[config.mk]
export PLATFORM = sky130hd
export DESIGN_NAME = hc595_rx_monitor
export DESIGN_NICKNAME = d
export VERILOG_FILES = /design/src/rtl/hc595_rx_monitor_pkg.sv /design/src/rtl/hc595_rx_monitor_hex_seg_decode.sv /design/src/rtl/hc595_rx_monitor.sv
export SDC_FILE = /design/constraint.sdc
export NUM_CORES = 1
export LEC_CHECK = 0
export ABC_AREA = 0
export CORE_MARGIN = 2
export CORE_UTILIZATION = 50
export DETAILED_ROUTE_END_ITERATION = 8
export PLACE_DENSITY = 0.83
export SLEW_MARGIN = 0
export SYNTH_ARGS = -nofsm -noshare
export SYNTH_HDL_FRONTEND = slang
export SYNTH_SLANG_ARGS = --single-unit
[constraint.sdc]
create_clock -name clk -period 4.6 [get_ports clk]
set_input_delay 0.69 -clock clk [delete_from_list [all_inputs] [get_ports clk]]
set_output_delay 0.69 -clock clk [all_outputs]
set_load 0.005 [all_outputs]
[src/rtl/hc595_rx_monitor_pkg.sv]
// ============================================================================
// Module   : hc595_rx_monitor_pkg
// Brief    : Shared seven-segment definitions and frame-state encoding.
// Revision : 1.0 - initial release
// ============================================================================
`default_nettype none

package hc595_rx_monitor_pkg;

  localparam int SEG_W  = 7;
  localparam int SEL_W  = 8;
  localparam int DIGITS = 8;

  typedef enum logic [1:0] {
    ST_IDLE     = 2'd0,
    ST_SHIFTING = 2'd1,
    ST_FULL     = 2'd2,
    ST_OVER     = 2'd3
  } frame_state_e;

  typedef struct packed {
    logic       valid;
    logic [3:0] nibble;
  } seg_dec_t;

  // Active-low segment codes {g,f,e,d,c,b,a} for hex digits 0-F.
  function automatic logic [SEG_W-1:0] seg_code(input logic [3:0] n);
    logic [SEG_W-1:0] c;
    case (n)
      4'h0: c = 7'h40;
      4'h1: c = 7'h79;
      4'h2: c = 7'h24;
      4'h3: c = 7'h30;
      4'h4: c = 7'h19;
      4'h5: c = 7'h12;
      4'h6: c = 7'h02;
      4'h7: c = 7'h78;
      4'h8: c = 7'h00;
      4'h9: c = 7'h10;
      4'hA: c = 7'h08;
      4'hB: c = 7'h03;
      4'hC: c = 7'h46;
      4'hD: c = 7'h21;
      4'hE: c = 7'h06;
      default: c = 7'h0E;
    endcase
    return c;
  endfunction

endpackage

`default_nettype wire

[src/rtl/hc595_rx_monitor_hex_seg_decode.sv]
// ============================================================================
// Module   : hex_seg_decode
// Brief    : Reverse lookup of an active-low 7-segment code to a hex nibble.
// Revision : 1.0 - initial release
// ============================================================================
`default_nettype none

module hex_seg_decode
  import hc595_rx_monitor_pkg::*;
(
  input  logic [SEG_W-1:0] seg_i,
  output seg_dec_t         dec_o
);

  always_comb begin
    dec_o = '0;
    for (int i = 0; i < 16; i++) begin
      if (seg_i == seg_code(4'(i))) begin
        dec_o.valid  = 1'b1;
        dec_o.nibble = 4'(i);
      end
    end
  end

endmodule

`default_nettype wire

[src/rtl/hc595_rx_monitor.sv]
// ============================================================================
// Module   : hc595_rx_monitor
// Brief    : 74HC595 link receiver: oversampled DS/SH_CP/ST_CP, word rebuild,
//            optional digit decode enabled by macro HC595_RX_DIGIT_DECODE_EN.
// Revision : 1.0 - initial release
// ============================================================================
`default_nettype none

module hc595_rx_monitor
  import hc595_rx_monitor_pkg::*;
#(
  parameter int WIDTH          = 16,
  parameter bit SEL_ACTIVE_LOW = 1'b0
) (
  input  logic             clk,
  input  logic             rst,
  input  logic             ds,
  input  logic             sh_cp,
  input  logic             st_cp,
  output logic [WIDTH-1:0] data_out,
  output logic             data_valid,
  output logic             frame_err,
  output logic [31:0]      disp_data,
  output logic [7:0]       digit_seen,
  output logic             seg_err
);

  localparam int               CNT_W    = $clog2(WIDTH + 2);
  localparam logic [CNT_W-1:0] CNT_FULL = CNT_W'(WIDTH);
  localparam logic [CNT_W-1:0] CNT_OVER = CNT_W'(WIDTH + 1);

  function automatic frame_state_e state_of(input logic [CNT_W-1:0] cnt);
    if (cnt == '0)            return ST_IDLE;
    else if (cnt < CNT_FULL)  return ST_SHIFTING;
    else if (cnt == CNT_FULL) return ST_FULL;
    else                      return ST_OVER;
  endfunction

  logic [2:0] sh_sync_q, st_sync_q;
  logic [1:0] ds_sync_q;
  logic       sh_rise_q, st_rise_q, ds_bit_q;

  // Edge pulses are registered together with the data bit so a shift always
  // sees the ds value that was stable when sh_cp rose.
  always_ff @(posedge clk or posedge rst) begin
    if (rst) begin
      sh_sync_q <= '0;
      st_sync_q <= '0;
      ds_sync_q <= '0;
      sh_rise_q <= 1'b0;
      st_rise_q <= 1'b0;
      ds_bit_q  <= 1'b0;
    end else begin
      sh_sync_q <= {sh_sync_q[1:0], sh_cp};
      st_sync_q <= {st_sync_q[1:0], st_cp};
      ds_sync_q <= {ds_sync_q[0], ds};
      sh_rise_q <= sh_sync_q[1] & ~sh_sync_q[2];
      st_rise_q <= st_sync_q[1] & ~st_sync_q[2];
      ds_bit_q  <= ds_sync_q[1];
    end
  end

  frame_state_e     state_q, state_d;
  logic [WIDTH-1:0] shift_q, shift_d, data_out_q, data_out_d;
  logic [CNT_W-1:0] cnt_q, cnt_d;
  logic             data_valid_q, data_valid_d, frame_err_q, frame_err_d;

  always_ff @(posedge clk or posedge rst) begin
    if (rst) begin
      state_q      <= ST_IDLE;
      shift_q      <= '0;
      cnt_q        <= '0;
      data_out_q   <= '0;
      data_valid_q <= 1'b0;
      frame_err_q  <= 1'b0;
    end else begin
      state_q      <= state_d;
      shift_q      <= shift_d;
      cnt_q        <= cnt_d;
      data_out_q   <= data_out_d;
      data_valid_q <= data_valid_d;
      frame_err_q  <= frame_err_d;
    end
  end

  // A latch coinciding with a shift captures the pre-shift word; the new bit
  // then starts the next frame.
  always_comb begin
    shift_d      = shift_q;
    cnt_d        = cnt_q;
    data_out_d   = data_out_q;
    data_valid_d = 1'b0;
    frame_err_d  = 1'b0;
    if (st_rise_q) begin
      data_out_d   = shift_q;
      data_valid_d = 1'b1;
      frame_err_d  = (state_q != ST_FULL) | ~shift_q[WIDTH-1];
      cnt_d        = '0;
    end
    if (sh_rise_q) begin
      shift_d = {shift_q[WIDTH-2:0], ds_bit_q};
      if (st_rise_q)              cnt_d = CNT_W'(1);
      else if (cnt_q != CNT_OVER) cnt_d = cnt_q + CNT_W'(1);
    end
    state_d = state_of(cnt_d);
  end

  assign data_out   = data_out_q;
  assign data_valid = data_valid_q;
  assign frame_err  = frame_err_q;

`ifdef HC595_RX_DIGIT_DECODE_EN
  logic [14:0]      dec_word_q;
  logic             dec_req_q;
  logic [31:0]      disp_q, disp_d;
  logic [DIGITS-1:0] seen_q, seen_d;
  logic             seg_err_q, seg_err_d;
  logic [SEL_W-1:0] sel_norm;
  logic             sel_onehot;
  seg_dec_t         seg_dec;

  always_ff @(posedge clk or posedge rst) begin
    if (rst) begin
      dec_word_q <= '0;
      dec_req_q  <= 1'b0;
      disp_q     <= '0;
      seen_q     <= '0;
      seg_err_q  <= 1'b0;
    end else begin
      if (st_rise_q) dec_word_q <= shift_q[14:0];
      dec_req_q <= data_valid_d & ~frame_err_d;
      disp_q    <= disp_d;
      seen_q    <= seen_d;
      seg_err_q <= seg_err_d;
    end
  end

  hex_seg_decode u_seg_decode (
    .seg_i (dec_word_q[14:8]),
    .dec_o (seg_dec)
  );

  assign sel_norm   = SEL_ACTIVE_LOW ? ~dec_word_q[7:0] : dec_word_q[7:0];
  assign sel_onehot = (sel_norm != '0) && ((sel_norm & (sel_norm - SEL_W'(1))) == '0);

  always_comb begin
    disp_d    = disp_q;
    seen_d    = seen_q;
    seg_err_d = 1'b0;
    if (dec_req_q) begin
      if (sel_onehot && seg_dec.valid) begin
        for (int k = 0; k < DIGITS; k++) begin
          if (sel_norm[k]) begin
            disp_d[4*k +: 4] = seg_dec.nibble;
            seen_d[k]        = 1'b1;
          end
        end
      end else begin
        seg_err_d = 1'b1;
      end
    end
  end

  assign disp_data  = disp_q;
  assign digit_seen = seen_q;
  assign seg_err    = seg_err_q;
`else
  assign disp_data  = '0;
  assign digit_seen = '0;
  assign seg_err    = 1'b0;
`endif

endmodule

`default_nettype wire

* Yosys cells after proc, flatten, opt, wreduce, memory -nomap -nowiden
Cells that the tools add are included.
Storage, ports and cells: register bits 52, output and inout port bits 59
Cells by class: add/subtract/negate cells 1, magnitude comparators 1, equal/unequal tests 3, multiplexer cells 9, bitwise logic cells 6, reductions and logical operators 1
Operator list (count):
- two-way mux 5 bit | 4
- adder 5 x 1 -> 5 bit (second input constant) | 1
- == test 5 bit (second input constant) | 1
- logical NOT 5 bit | 1
- < comparator 5 bit (second input constant) | 1
- != test 5 bit (second input constant) | 1
- two-way mux 2 bit | 2
- two-way mux 1 bit | 3
- NOT 1 bit | 3
- AND 1 bit | 2
- != test 2 bit (second input constant) | 1
- OR 1 bit | 1

* Longest topological paths before layout
word-level depth 8, mapped depth 6, mapped depth without buffers 6

* Worst setup path after synthesis
OpenSTA, ideal clock, no wires.
kind reg-to-reg, start register cnt_q[1], end register state_q[0], library setup time 0.138 ns, arrival time 1.670 ns, slack 2.791 ns, stages on the path, launching flop included 7, clock period less this slack 1.809 ns, cell sequence dfrtp_1 -> inv_1 -> ha_1 -> nand4bb_4 -> mux2_4 -> o22a_1 -> or4_1
Between the ends: longest elaborated chain between the ends 8
RTL lines:
- start: declaration | line hc595_rx_monitor.sv:65 | logic [CNT_W-1:0] cnt_q, cnt_d;
- start signal: assignment | line hc595_rx_monitor.sv:79 | cnt_q <= cnt_d;
- != test 5 bit * | line hc595_rx_monitor.sv:103 | else if (cnt_q != CNT_OVER) cnt_d = cnt_q + CNT_W'(1);
- two-way mux 5 bit * | line hc595_rx_monitor.sv:103
- two-way mux 5 bit * | line hc595_rx_monitor.sv:102 | if (st_rise_q) cnt_d = CNT_W'(1);
- two-way mux 5 bit * | line hc595_rx_monitor.sv:100 | if (sh_rise_q) begin
- named net cnt_d[0] | line hc595_rx_monitor.sv:65
- branches (longest 3 deep; another with < comparator 5 bit)
- two-way mux 2 bit * | line hc595_rx_monitor.sv:33 | if (cnt == '0) return ST_IDLE;
- named net state_d[0] | line hc595_rx_monitor.sv:63 | frame_state_e state_q, state_d;
- end signal: assignment | line hc595_rx_monitor.sv:77 | state_q <= state_d;
- end: declaration | line hc595_rx_monitor.sv:63
Mark *: on every way through the listed nets, which the timed path passes. A chain may end at the register's enable or synchronous reset.

* Final worst setup path
start register sh_rise_q, end register state_q[0]
Between the ends: longest elaborated chain between the ends 5
RTL lines:
- start: declaration | line hc595_rx_monitor.sv:41 | logic sh_rise_q, st_rise_q, ds_bit_q;
- start signal: assignment | line hc595_rx_monitor.sv:57 | sh_rise_q <= sh_sync_q[1] & ~sh_sync_q[2];
- two-way mux 5 bit * | line hc595_rx_monitor.sv:100
- named net cnt_d[0] | line hc595_rx_monitor.sv:65
- branches (longest 3 deep; another with < comparator 5 bit)
- two-way mux 2 bit * | line hc595_rx_monitor.sv:33
- named net state_d[0] | line hc595_rx_monitor.sv:63
Marked as above.

==> impl_metrics.toml <==
[finish]
nets = 187
drive_above_1_share_pct = 23.2
final_common_cell = "dfrtp_1"
area_growth_pct = 9.37
antenna_cells = 0
mostFrequentLayoutCells = "dfrtp_1, conb_1, mux2_2, clkdlybuf4s50_1, clkbuf_8"
postLayoutCellArea_sq_um = 2390

[power]
switching_share_pct = 25.2
p_switching_mw = 0.302
p_leak_nw = 1.12
p_comb_share_pct = 22.7
p_seq_share_pct = 55.5
internal_power_mw = 0.898
power_frac_clock_pct = 21.9
total_power_mw = 1.20
vdd_drop_max_v = 0.000215
power.density_nw_per_um2 = 501

[clocking]
post_cts_buffers = 0
cts_hold_buf = 0
cts_buffers = 5
cts_resized = 0
cts.sinks = 52
clk-insertion-delay-late_ps = 300
htreeDepth = 2
ctsRootBufferMaster = "clkbuf_8"
clkTransAtPathRegs_ps = 90
cts_tree = "yes"
clockBufferDepth = 2

[setup_path]
critPathKind = "flip-flop to flip-flop"
reg2reg_slack_ps = 2530
cp_top_family = "flip-flops"
cp_slowest_stage_delay_ps = 870
worstReg2RegStart = "sh_rise_q"
worstPathCellList = "nand2_1 -> mux2_4 -> o22a_1 -> or4_1"
cp_slowest_cell = "dfrtp_1"
startpoint_type = "flip-flop"
reg2regPathDepth = 4
arrival_ps = 2230
cp_max_fo = 23
cp_data_required_time_ps = 4760
end_kind = "flip-flop"
reg2reg_to = "state_q[0]"
path_buf_inv = 0

[floorplan]
dieArea_sq_um = 4920
fp.dieW_um = 70.2
placementRows = 24
core-area_sq_um = 4290
pin_count = 64
initial_core_util_pct = 51.0
die_height_um = 70.2

[sta]
tightest_slew_ps = 1040
worst_hold_slack_ps = 354
finalMaxSlewViolations = 0
finalCritPeriodShare_pct = 45.0
final.min_clock_period_ps = 2070
relSlewSlack_pct = 30.9
finalSetupTns_ps = 0
fmax_mhz = 483
rsz0062_at_grt = "no"
hold_viol = 0
setup_viol = 0
clock_skew_ps = 7.80

[routing]
via_count = 1041
routedWlPerCell_um = 12.2
drtPass1Iterations = 4
drc = 0
ant_nets = 0
viasPerCell = 4.47
drt-total-wl_mm = 2.85
drtIter0Drc = 45

[min_path]
whs_path_depth = 0
holdPathEnd = "sh_sync_q[1]"
hp-start = "sh_sync_q[0]"
hold_class = "flip-flop to flip-flop"

[global_route]
antenna_found_initial = 0
grt_first_pass_wirelength_mm = 4.69
grt_max_degree = 53
use_met1_pct = 15.0
grt_pass1_vias = 1001
grt_usage_pct = 12.5
use_met2_pct = 20.1
busiest_layer = "met2"
met3_usage_pct = 3.61
grt_overflow = 0

[yosys]
synthDistinctLibCells = 22
yosys_warnings = 0
syn_area_sq_um = 2190
syn_area_per_cell_sq_um = 14.0
ys_seq_area_share_pct = 59.4
ys_ff_latch = 52
netlist_instances = 156

[flow_run]
drv_cap = 0

[placement]
numPortBuffers = 22
hpwl_mm = 1.94
place_congestion = 0.698
place_area_sq_um = 2300

[outcome]
outcome = "completed"
-- sequential cells by signal, indices dropped and copies added (netlist names), 2 cells and up --
register   count
state_q        2
data_out      16
st_sync_q      3
ds_sync_q      2
cnt_q          5
sh_sync_q      3
shift_q       16
-- power groups by stage --
stage / clock, mW / combinational, mW / sequential (mW)
floorplan: 0 / 0.165 / 0.653
detailed placement: 0 / 0.276 / 0.676
CTS: 0.271 / 0.276 / 0.667
global placement: 0 / 0.265 / 0.670
global route: 0.287 / 0.298 / 0.685
finish: 0.262 / 0.272 / 0.665
-- cells by family (layout without fill, tap and decap cells) --
kind of cell,Yosys count,in the layout,synth area share [%]
other cells,1,41,0.171
fa+ha+maj,2,2,1.14
compound gates,4,4,1.37
buf+inv,47,32,15.1
flops,52,52,59.4
xor+xnor,3,3,1.20
simple gates,14,14,4.40
mux,33,33,17.1
-- synthesized netlist by cell type --
| cell | n | share of area [%] |
|---|---|---|
| or4_1 | 1 | 0.34 |
| mux2_2 | 32 | 16 |
| nor3b_1 | 1 | 0.34 |
| nand2_1 | 3 | 0.51 |
| mux2_4 | 1 | 0.69 |
| a311oi_1 | 1 | 0.40 |
| nand4bb_4 | 1 | 1.3 |
| clkbuf_1 | 2 | 0.34 |
| dfrtp_1 | 52 | 59 |
| buf_4 | 41 | 14 |
| o22a_1 | 1 | 0.40 |
| nor2_1 | 3 | 0.51 |
| ha_1 | 2 | 1.1 |
| xor2_1 | 3 | 1.2 |
| nor2b_1 | 3 | 0.86 |
| nand4_1 | 2 | 0.57 |
| buf_2 | 1 | 0.23 |
| buf_1 | 1 | 0.17 |
| o21a_1 | 1 | 0.34 |
| a21oi_1 | 1 | 0.23 |
| conb_1 | 1 | 0.17 |
| inv_1 | 2 | 0.34 |
-- final cells by class --
class                           count  area (sq um)
Fill cell                         378          1900
Sequential cell                    52          1300
Multi-Input combinational cell     97           707
Timing Repair Buffer               22           220
Clock buffer                        7          86.3
Tap cell                           52          65.1
Clock inverter                      1          7.51
Inverter                            2          7.51
-- through the flow --
| step | setup WS (ps) | std cells | utilization, % |
|---|---|---|---|
| floorplan | 2650 | 196 | - |
| global placement | 2620 | 225 | 53.6 |
| detailed placement | 2530 | 225 | 53.6 |
| CTS | 2540 | 233 | 55.8 |
| global route | 2380 | 233 | 55.8 |
| finish | 2530 | 233 | 55.8 |
-- routing by layer --
layer	part of all wire [%]	vias to the layer above
met5	0	-
met4	1.9	0
met3	4.8	5
met2	50	35
met1	44	512
li1	-	489
-- worst max-delay path by stage --
| stage | end | startpoint | cells past startpoint | slack (ps) |
|---|---|---|---|---|
| 2_1_floorplan | cnt_q[0] | rst | 1 | 2650 |
| 3_3_place_gp | state_q[0] | sh_rise_q | 4 | 2620 |
| 3_5_place_dp | state_q[0] | sh_rise_q | 4 | 2530 |
| 4_1_cts | state_q[0] | sh_rise_q | 4 | 2540 |
| 5_1_grt | state_q[0] | sh_rise_q | 4 | 2380 |
| 6_report | state_q[0] | sh_rise_q | 4 | 2530 |
(Power assumes the default switching activity.)
